==> src/rtl/uart_pkg.sv <==
// Shared definitions for the UART receive path: state encoding, parity modes, frame constants.
package uart_pkg;

   typedef enum logic [3:0] {
      IDLE   = 4'd0,
      START  = 4'd1,
      DATA   = 4'd2,
      PARITY = 4'd3,
      STOP   = 4'd4
   } state_t;

   localparam int PARITY_NONE = 0;
   localparam int PARITY_EVEN = 1;
   localparam int PARITY_ODD  = 2;
   localparam int MID_TICK    = 7;
   localparam int DATA_BITS   = 8;

   function automatic logic parity_enabled(input int mode);
      return (mode == PARITY_EVEN) || (mode == PARITY_ODD);
   endfunction

endpackage

==> src/rtl/uart_rx_sync.sv <==
// Brings the asynchronous RXD pin into the CLK domain and flags 1->0 transitions.
module uart_rx_sync (
   input  logic CLK,
   input  logic RST,
   input  logic rxd,
   output logic rxd_sync,
   output logic fall_edge
);

   logic meta_reg;
   logic sync_reg;
   logic prev_reg;

   // All three flops reset to the idle-high line level so reset never fakes an edge.
   always_ff @(posedge CLK) begin
      if (RST) begin
         meta_reg <= 1'b1;
         sync_reg <= 1'b1;
         prev_reg <= 1'b1;
      end else begin
         meta_reg <= rxd;
         sync_reg <= meta_reg;
         prev_reg <= sync_reg;
      end
   end

   assign rxd_sync  = sync_reg;
   assign fall_edge = prev_reg & ~sync_reg;

endmodule

==> src/rtl/uart_rx.sv <==
// 8N1/8E1/8O1 UART receiver, LSB first, 16x oversampled on UART_CLK_EN.
// Optional build macro UART_RX_MAJORITY_EN: 2-of-3 vote over ticks 5,6,7 instead of a single tick-7 sample.
module uart_rx
   import uart_pkg::*;
#(
   parameter int PARITY_BIT = 0
) (
   input  logic       CLK,
   input  logic       RST,
   input  logic       UART_CLK_EN,
   input  logic       UART_RXD,
   output logic [7:0] DATA_OUT,
   output logic       DATA_VLD,
   output logic       FRAME_ERROR,
   output logic       PARITY_ERROR,
   output logic       BUSY,
   output logic [3:0] STATE
);

   localparam logic PAR_EN  = parity_enabled(PARITY_BIT);
   localparam logic PAR_ODD = (PARITY_BIT == PARITY_ODD);

   logic rxd_sync;
   logic fall_edge;

   uart_rx_sync u_sync (
      .CLK       (CLK),
      .RST       (RST),
      .rxd       (UART_RXD),
      .rxd_sync  (rxd_sync),
      .fall_edge (fall_edge)
   );

   state_t     state_reg,  state_next;
   logic [3:0] tick_reg,   tick_next;
   logic [2:0] count_reg,  count_next;
   logic [7:0] shift_reg,  shift_next;
   logic       perr_reg,   perr_next;
   logic [7:0] data_reg,   data_next;
   logic       vld_reg,    vld_next;
   logic       ferr_reg,   ferr_next;
   logic       pstb_reg,   pstb_next;

   logic mid_tick;
   logic sample;

   assign mid_tick = UART_CLK_EN && (tick_reg == 4'(MID_TICK));

`ifdef UART_RX_MAJORITY_EN
   logic s5_reg;
   logic s6_reg;

   always_ff @(posedge CLK) begin
      if (RST) begin
         s5_reg <= 1'b1;
         s6_reg <= 1'b1;
      end else if (UART_CLK_EN) begin
         if (tick_reg == 4'(MID_TICK - 2)) s5_reg <= rxd_sync;
         if (tick_reg == 4'(MID_TICK - 1)) s6_reg <= rxd_sync;
      end
   end

   assign sample = (s5_reg & s6_reg) | (s5_reg & rxd_sync) | (s6_reg & rxd_sync);
`else
   assign sample = rxd_sync;
`endif

   always_ff @(posedge CLK) begin
      if (RST) begin
         state_reg <= IDLE;
         tick_reg  <= 4'd0;
         count_reg <= 3'd0;
         shift_reg <= 8'd0;
         perr_reg  <= 1'b0;
         data_reg  <= 8'd0;
         vld_reg   <= 1'b0;
         ferr_reg  <= 1'b0;
         pstb_reg  <= 1'b0;
      end else begin
         state_reg <= state_next;
         tick_reg  <= tick_next;
         count_reg <= count_next;
         shift_reg <= shift_next;
         perr_reg  <= perr_next;
         data_reg  <= data_next;
         vld_reg   <= vld_next;
         ferr_reg  <= ferr_next;
         pstb_reg  <= pstb_next;
      end
   end

   always_comb begin
      state_next = state_reg;
      tick_next  = UART_CLK_EN ? tick_reg + 4'd1 : tick_reg;
      count_next = count_reg;
      shift_next = shift_reg;
      perr_next  = perr_reg;
      data_next  = data_reg;
      vld_next   = 1'b0;
      ferr_next  = 1'b0;
      pstb_next  = 1'b0;

      case (state_reg)
         IDLE: begin
            tick_next  = 4'd0;
            count_next = 3'd0;
            perr_next  = 1'b0;
            if (fall_edge) state_next = START;
         end
         START: begin
            if (mid_tick) state_next = sample ? IDLE : DATA;
         end
         DATA: begin
            if (mid_tick) begin
               shift_next[count_reg] = sample;
               count_next            = count_reg + 3'd1;
               if (count_reg == 3'(DATA_BITS - 1))
                  state_next = PAR_EN ? PARITY : STOP;
            end
         end
         PARITY: begin
            if (mid_tick) begin
               perr_next  = sample != (PAR_ODD ? ~^shift_reg : ^shift_reg);
               state_next = STOP;
            end
         end
         STOP: begin
            // Rearm at mid-stop so the next start edge can arrive up to half a bit early.
            if (mid_tick) begin
               state_next = IDLE;
               if (!sample) begin
                  ferr_next = 1'b1;
               end else if (perr_reg) begin
                  pstb_next = 1'b1;
               end else begin
                  data_next = shift_reg;
                  vld_next  = 1'b1;
               end
            end
         end
         default: begin
            state_next = IDLE;
            tick_next  = 4'd0;
         end
      endcase
   end

   assign DATA_OUT     = data_reg;
   assign DATA_VLD     = vld_reg;
   assign FRAME_ERROR  = ferr_reg;
   assign PARITY_ERROR = pstb_reg;
   assign STATE        = state_reg;
   assign BUSY         = (state_reg == START) || (state_reg == DATA) ||
                         (state_reg == PARITY) || (state_reg == STOP);

endmodule
==> config.mk <==
export PLATFORM = sky130hd
export DESIGN_NAME = uart_rx
export DESIGN_NICKNAME = d
export VERILOG_FILES = /design/src/rtl/uart_pkg.sv /design/src/rtl/uart_rx_sync.sv /design/src/rtl/uart_rx.sv
export SDC_FILE = /design/constraint.sdc
export NUM_CORES = 1
export LEC_CHECK = 0
export ABC_AREA = 1
export BUFFER_PORTS_ARGS = -buffer_cell sky130_fd_sc_hd__buf_2
export CORE_ASPECT_RATIO = 1.4
export CORE_UTILIZATION = 51
export DETAILED_ROUTE_END_ITERATION = 10
export PLACE_DENSITY = 0.82
export SKIP_CTS_REPAIR_TIMING = 1
export SLEW_MARGIN = 20
export SYNTH_ARGS = -nofsm -noshare
export SYNTH_HDL_FRONTEND = slang
export SYNTH_SLANG_ARGS = --single-unit
==> constraint.sdc <==
create_clock -name CLK -period 1.5 [get_ports CLK]
set_clock_uncertainty 0.2 [all_clocks]
set_input_delay 0.075 -clock CLK [delete_from_list [all_inputs] [get_ports CLK]]
set_output_delay 0.075 -clock CLK [all_outputs]
set_load 0.02 [all_outputs]
==> flow_summary.yaml, run 1 <==
synthesis:
  yosysWarnings: 0
  yosys.area.top_type: "dfxtp_1"
  synth_cells: 223
  synth.distinct_cells: 30
  syn_nets: 230
  synth_top_area_share_pct: 42.38
  synth_area_leaders: "dfxtp_1, nand2_1, inv_1"
  syn_area_um2: 1559
  ys_ff_latch: 33
  syn_avg_cell_area_um2: 6.991
  synth-seq-area-share_pct: 42.38
cells_and_area:
  antenna_cells: 0
  drive_gt1_share_pct: 33.94
  stdcell_area_um2: 2193
  multi_input_area_um2: 885.9
  mostFrequentLayoutCells: "nand2_1, inv_1, dfxtp_1"
  fill_cells: 205
  final-seq-area_um2: 673.1
  post-route-util_pct: 76.22
  nets: 280
  area_growth_pct: 40.69
  final_common_cell: "nand2_1"
power_and_ir_drop:
  swShare_pct: 33.70
  internal_power_w: 0.001834
  power_switching_w: 0.0009319
  power_frac_clock_pct: 32.0
  powerDensity_nw_per_um2: 1261
  seqPwrFrac_pct: 36.9
  leakage_nw: 0.9801
  power_frac_comb_pct: 31.1
  ir_drop_v: 0.001147
sta:
  fmax_ghz: 0.5664
  fin_crit_ps: 1765
  finalSetupViolCount: 22
  min_period_over_period_pct: 117.7
  worst_slack_ps: -265.5
  final-max-slew-violation-count: 0
  rsz0062_at_grt: "true"
  finalHoldViolations: 0
cts:
  cts.reportedPaths.clkPinSlew_ps: 70
  cts_buffer_depth: 2
  numCtsBuffers: 5
  cts_tree: "done"
  clock-root-buffer: "clkbuf_8"
  cts_sinks: 33
  htreeDepth: 2
  clock_latency_ps: 300
critical_path:
  rr_startpoint: "tick_reg[1]"
  worstPathRequired_ps: 1490
  crit_type: "flop to flop"
  critPathLaunchType: "flop"
  r2r_end: "shift_reg[1]"
  r2r_slack_ps: -270
  end_kind: "flop"
  crit_arrival_ps: 1760
  crit_fanout: 4
  reg2reg_depth: 9
  cp-endpoint: "shift_reg[1]"
  critical_path.startpoint: "tick_reg[1]"
hold_path:
  hold_path.class: "input pin to flop"
placed_design:
  place_area_um2: 1815
  gp_congestion: 0.7707
  io_buffers: 18
  place_hpwl_um: 2269
grt:
  grt_pass1_vias: 1414
  grt_antenna_before_repair: 0
  track_usage_pct: 22.39
  grt_pass1_wl_um: 5575
  grt-ovfl-total: 0
  grt_max_degree: 20
floorplan:
  dieArea_um2: 3285
  die_w_um: 48.73
  dieHeight_um: 67.42
  coreArea_um2: 2878
  start_util_pct: 54.17
  rows: 23
  pin_count: 20
drt:
  first_iter_violations: 72
  vias: 1582
  drc_errors: 0
  ant_nets: 0
  routed_wirelength_um: 4102
  drtPass1Iterations: 4
  wire_per_inst_um: 13.19
  via_per_inst: 5.087
status:
  violations: "negative setup slack"
  outcome: "complete, but fails checks"
job:
  drv_cap: 0
[worst min-delay path by stage]
stage	startpoint	end	slack, ps	depth (start not counted)
5_1_grt	RST	tick_reg[1]	60	4
3_5_place_dp	UART_RXD	u_sync.meta_reg	70	2
3_3_place_gp	UART_RXD	u_sync.meta_reg	60	2
2_1_floorplan	RST	STATE[0]	-60	1
6_report	RST	tick_reg[1]	6	4
4_1_cts	UART_RXD	u_sync.meta_reg	-230	2
[worst max-delay path, cell delays in order, from the launching register on]
cell,delay (ps)
dfxtp_2,360
ha_4,150
nand2_4,50
buf_6,110
nor3_4,180
nand2_2,140
nor2_4,180
nand2_2,90
o21ai_2,140
a21oi_1,50
[power groups by stage]
stage	sequential [W]	combinational, W	clock [W]
2_1_floorplan	0.00105	0.000358	0
3_3_place_gp	0.00101	0.000589	0
3_5_place_dp	0.00101	0.000607	0
4_1_cts	0.000990	0.000623	0.000893
5_1_grt	0.00103	0.000948	0.000923
6_report	0.00102	0.000861	0.000885
[logic make-up (layout without fill, tap and decap cells)]
kind of cell    after synthesis  count (layout)  synth area share [%]
xor+xnor                      1               1                0.5619
compound gates               42              42                 14.45
buf+inv                      41              91                 10.67
simple gates                101             102                 28.65
other cells                   1               1                0.2405
flops                        33              33                 42.38
fa+ha+maj                     3               3                 2.408
mux                           1               1                0.6421
[cells in the mapped netlist]
| cell | n |
|---|---|
| nor4_1 | 1 |
| nor3_1 | 4 |
| a21oi_2 | 1 |
| nor3_2 | 2 |
| nor2_4 | 1 |
| or2_2 | 3 |
| nand2_2 | 3 |
| o21ai_0 | 9 |
| nor2_1 | 15 |
| nand3_2 | 1 |
| buf_2 | 1 |
| dfxtp_1 | 33 |
| nand2_1 | 60 |
| o21ai_2 | 1 |
| buf_6 | 1 |
| o21ai_1 | 8 |
| buf_4 | 1 |
| xor2_1 | 1 |
| inv_1 | 35 |
| conb_1 | 1 |
| mux2i_1 | 1 |
| nand4_1 | 1 |
| inv_2 | 1 |
| clkbuf_1 | 2 |
| o21a_1 | 2 |
| a22oi_1 | 1 |
| ha_1 | 3 |
| nand3_1 | 7 |
| a21oi_1 | 20 |
| nor2_2 | 3 |
[stage by stage]
stage | power (W) | instances | setup slack [ps] | TNS, ps | hold WS (ps)
2_1_floorplan | 0.001407 | 223 | -72.82 | -272.3 | -63.35
3_3_place_gp | 0.001595 | 292 | -225.6 | -3287 | 56.30
3_5_place_dp | 0.001615 | 292 | -269.5 | -4522 | 74.76
4_1_cts | 0.002506 | 300 | -311.5 | -4991 | -232.2
5_1_grt | 0.002899 | 311 | -358.9 | -6562 | 63.32
6_report | 0.002766 | 311 | -265.5 | -4074 | 5.814
[layer usage]
metal / GRT usage [%] / vias to the layer above / wire length, µm
met5: 0 / - / 0
met4: 12.87 / 0 / 132
met3: 6.532 / 13 / 122
met2: 43.40 / 37 / 2296
met1: 20.83 / 729 / 1550
li1: - / 803 / -
[final cells by class]
type	count	area share, %
well taps	37	2.111
repair buffers	47	15.23
inverters	36	6.275
flip-flops and latches	33	30.69
multi-input cells	150	40.39
clock buffers	7	3.936
clock inverters	1	1.369
Power figures use the tool's default switching activity.
==> run 2: changes to the inputs <==
Settings changed: CELL_PAD_IN_SITES_DETAIL_PLACEMENT from default to 1, CELL_PAD_IN_SITES_GLOBAL_PLACEMENT from default to 1, CORE_UTILIZATION 51 to 40, PLACE_DENSITY 0.82 to 0.85.
Clock period 1.5 ns to 1.7 ns, I/O delays scaled along.
==> run 2 against run 1 <==
  * The flow still finishes with violations (negative setup slack)
  * Register-to-register slack improved by 190 ps
  * Critical path depth unchanged
  * Wire length increased by 5.9%
  * Combinational power decreased by 36%
  * Via count decreased by 2.0%
  * First-iteration DRC count decreased by 76%
  * Critical path type unchanged
  * Largest power group unchanged
==> flow_summary.yaml, run 2 (synthesis gave the netlist of run 1 again) <==
critical_path:
  crit_type: "flop to flop"
  cp_common_cell: "nand2_2"
  crit_arrival_ps: 1760
  crit_fanout: 5
  rr_startpoint: "tick_reg[1]"
  cp_cell_sequence: "ha_4, nand2_4, buf_6, nor3_4, nand2_2, nor2_4, nand2_2, o21ai_1, a21oi_1"
  crit_buf_inv: 1
  crit_family: "simple AND/OR/NAND/NOR gates"
  critical_path.startpoint: "tick_reg[1]"
  critPathLaunchType: "flop"
  reg2reg_depth: 9
  r2r_slack_ps: -80
  worstPathRequired_ps: 1680
  r2r_end: "shift_reg[4]"
  end_kind: "flop"
  slowest_stage: "dfxtp_2"
  critPathMaxStageDelay_ps: 360
grt:
  grt-ovfl-total: 0
  grt_antenna_before_repair: 0
  grt_max_degree: 20
  grtUsageMet3_pct: 5.788
  grt_use_met1_pct: 17.43
  grt_pass1_wl_um: 5630
  track_usage_pct: 19.70
  top_usage_layer: "met2"
  grt_pass1_vias: 1384
  grt.met2_usage_pct: 37.08
floorplan:
  die_w_um: 54.76
  start_util_pct: 42.41
  pin_count: 20
  rows: 26
  dieHeight_um: 75.87
  coreArea_um2: 3676
  dieArea_um2: 4154
cells_and_area:
  final_common_cell: "nand2_1"
  area_growth_pct: 31.86
  drive_gt1_share_pct: 29.77
  final-seq-area_um2: 664.4
  antenna_cells: 0
  finalNonFillerCells: 304
  multi_input_area_um2: 855.8
  stdcell_area_um2: 2056
  nets: 268
  fill_cells: 471
  mostFrequentLayoutCells: "nand2_1, inv_1, dfxtp_1"
power_and_ir_drop:
  swShare_pct: 32.75
  leakage_nw: 0.9084
  power_switching_w: 0.0007267
  internal_power_w: 0.001492
  seqPwrFrac_pct: 40.5
  ir_drop_v: 0.0008445
  power_frac_clock_pct: 34.7
  power_w: 0.002219
  power_frac_comb_pct: 24.8
  powerDensity_nw_per_um2: 1079
sta:
  worst_slack_ps: -79.62
  tns_ps: -501.8
  final-max-slew-violation-count: 0
  fin_crit_ps: 1780
  min_period_over_period_pct: 104.7
  finalSetupViolCount: 10
  fmax_ghz: 0.5619
  finalHoldViolations: 0
  rsz0062_at_grt: "true"
cts:
  clock_latency_ps: 290
  cts_buffer_depth: 2
  clock-root-buffer: "clkbuf_8"
  numCtsBuffers: 5
  cts_tree: "done"
  cts.reportedPaths.clkPinSlew_ps: 70
  cts_sinks: 33
  htreeDepth: 2
placed_design:
  place_hpwl_um: 2629
  dp.cells: 290
  io_buffers: 18
  gp_congestion: 0.7695
  place_area_um2: 1760
job:
  drv_cap: 0
status:
  violations: "negative setup slack"
  outcome: "complete, but fails checks"
drt:
  ant_nets: 0
  vias: 1551
  drtPass1Iterations: 4
  routed_wirelength_um: 4342
  wire_per_inst_um: 14.28
  via_per_inst: 5.102
  drc_errors: 0
  first_iter_violations: 17
hold_path:
  hold_end: "tick_reg[2]"
  hold_path.class: "input pin to flop"
  hold_start: "UART_CLK_EN"
  min_path_cells: 3
## run 2: cell type report
type | instances | share of cell area [%]
timing repair buffer | 35 | 11.26
sequential | 33 | 32.32
clock buffer | 7 | 4.200
multi-input combinational | 150 | 41.63
tap | 42 | 2.556
inverter | 36 | 6.573
clock inverter | 1 | 1.461
## run 2: how the worst max path moves through the flow
stage	to	slack, ps	cells past startpoint
after global placement	shift_reg[1]	-50	9
after detailed placement	shift_reg[1]	-90	9
after global routing	shift_reg[3]	-170	9
after CTS	shift_reg[1]	-100	9
after floorplan	STATE[2]	20	6
final	shift_reg[4]	-80	9
## run 2: per-stage QoR
step	hold slack (ps)	setup WS (ps)	utilization, %
CTS	-230.8	-104.4	51.06
global placement	67.36	-45.46	47.89
finish	41.25	-79.62	55.92
global route	48.25	-165.3	55.92
floorplan	-45.93	24.66	-
detailed placement	72.07	-91.39	47.89
## run 2: metal layers
layer,share of wire [%],vias up
li1,-,776
met5,0,-
met3,3.5,15
met1,35,728
met4,4.4,0
met2,57,32
## run 2: tightest hold or removal path: stages
cell     delay [ps]
buf_2           130
a21oi_1         190
nor3_1           80
## run 2: power by group through the flow
stage | Clock [W] | Combinational (W) | Sequential (W)
6_report | 0.000770 | 0.000550 | 0.000899
5_1_grt | 0.000814 | 0.000612 | 0.000907
4_1_cts | 0.000786 | 0.000501 | 0.000887
3_5_place_dp | 0 | 0.000490 | 0.000902
3_3_place_gp | 0 | 0.000482 | 0.000900
2_1_floorplan | 0 | 0.000309 | 0.000920
==> run 3: changes to the inputs <==
Settings changed: CELL_PAD_IN_SITES_DETAIL_PLACEMENT 1 to 0, CELL_PAD_IN_SITES_GLOBAL_PLACEMENT 1 to 2, CORE_UTILIZATION 40 to 31.
==> run 3 against run 2 <==
  * The run still ends with negative setup slack left
  * Register-to-register slack improved by 40 ps
  * Clock power fell by 23%
  * First-iteration DRC count rose to 3.8 times the previous value
  * Sequential cell count did not move
  * Utilization fell by 14 points
  * Die area rose by 28%
  * Worst hold slack improved by 32 ps
  * Largest cell class unchanged
==> flow_summary.yaml, run 3 (synthesis gave the netlist of run 1 again) <==
sta:
  tns_ps: -117.6
  fmax_ghz: 0.5744
  finalSetupViolCount: 4
  worst_slack_ps: -40.98
  fin_hold_ws_ps: 72.78
  fin_crit_ps: 1741
  rsz0062_at_grt: "true"
  min_period_over_period_pct: 102.4
  finalHoldViolations: 0
  final-max-slew-violation-count: 0
cells_and_area:
  antenna_cells: 0
  drive_gt1_share_pct: 28.03
  final_common_cell: "nand2_1"
  final-seq-area_um2: 665.6
  area_growth_pct: 31.54
  fill_cells: 521
  stdcell_area_um2: 2051
  mostFrequentLayoutCells: "nand2_1, inv_1, dfxtp_1"
  multi_input_area_um2: 814.5
  nets: 270
floorplan:
  pin_count: 20
  rows: 30
  dieHeight_um: 85.91
  dieArea_um2: 5321
  start_util_pct: 32.20
  coreArea_um2: 4842
  die_w_um: 61.94
critical_path:
  crit_fanout: 5
  crit_arrival_ps: 1720
  crit_type: "flop to flop"
  critPathLaunchType: "flop"
  worstPathRequired_ps: 1680
  reg2reg_depth: 9
  end_kind: "flop"
drt:
  routed_wirelength_um: 3263
  ant_nets: 0
  drc_errors: 0
  first_iter_violations: 64
  wire_per_inst_um: 9.948
  drtPass1Iterations: 4
  via_per_inst: 4.354
  vias: 1428
placed_design:
  gp_congestion: 0.7498
  place_area_um2: 1808
  io_buffers: 18
  place_ws_ps: -11.93
  place_hpwl_um: 2372
power_and_ir_drop:
  leakage_nw: 0.9296
  ir_drop_v: 0.0004780
  power_w: 0.002035
  powerDensity_nw_per_um2: 992.5
grt:
  track_usage_pct: 14.11
  grt_pass1_vias: 1294
  grt-ovfl-total: 0
  grt_max_degree: 20
  grt_pass1_wl_um: 5499
  grt_antenna_before_repair: 0
status:
  outcome: "complete, but fails checks"
  violations: "negative setup slack"
cts:
  htreeDepth: 2
  cts_sinks: 33
  numCtsBuffers: 5
  cts.reportedPaths.clkPinSlew_ps: 70
  cts_buffer_depth: 2
  clock_latency_ps: 290
  clock-root-buffer: "clkbuf_8"
  cts_tree: "done"
job:
  drv_cap: 0
hold_path:
  min_path_cells: 5
  hold_path.class: "input pin to flop"
run 3: cell types whose count changed in the layout (fill, tap and decap cells not counted), moves of 2 or more:
cell | before | now
o21ai_2 | 6 | 2
clkinv_2 | 0 | 2
nor3_2 | 2 | 0
o21ai_1 | 4 | 9
nand2_2 | 11 | 8
nand3_4 | 2 | 0
nand2_4 | 1 | 3
run 3: layout make-up:
class / instances / area share [%]
multi-input cells: 149 / 39.72
flip-flops and latches: 33 / 32.46
repair buffers: 38 / 13.12
inverters: 36 / 6.589
well taps: 64 / 3.905
clock buffers: 5 / 3.356
clock inverters: 3 / 0.8542
run 3: stage by stage:
stage / instances / util (%)
floorplan: 223 / -
global placement: 313 / 37.34
CTS: 321 / 39.12
finish: 328 / 42.35
global route: 328 / 42.35
detailed placement: 313 / 37.34
run 3: worst paths after layout:
| check | slack (ps) | endpoint | startpoint |
|---|---|---|---|
| max | -40 | shift_reg[0] | tick_reg[1] |
| min reg2reg | 210 | u_sync.rxd_sync | u_sync.meta_reg |
| max reg2reg | -40 | shift_reg[0] | tick_reg[1] |
| min | 70 | tick_reg[2] | UART_CLK_EN |
run 3: report_power, final:
part	switching (W)	internal (W)	leakage [nW]
logic	0.000350	0.000207	0.617
clock network	0.000307	0.000282	0.0439
registers	0.0000592	0.000829	0.269
total	0.000717	0.00132	0.930
run 3: worst max-delay path: stages (launching register included):
cell and delay [ps]:
dfxtp_2 360, ha_4 150, nand2_4 50, buf_6 110
nor3_4 200, nand2_4 100, nor2_4 190, nand2_2 80
o21ai_2 130, a21oi_1 40
run 3: per-layer routing:
layer	track usage, %	vias to the layer above	routed length (µm)
met3	4.072	5	97
met2	24.24	22	1679
met5	0	-	0
met4	6.869	0	73
met1	15.18	626	1412
li1	-	775	-
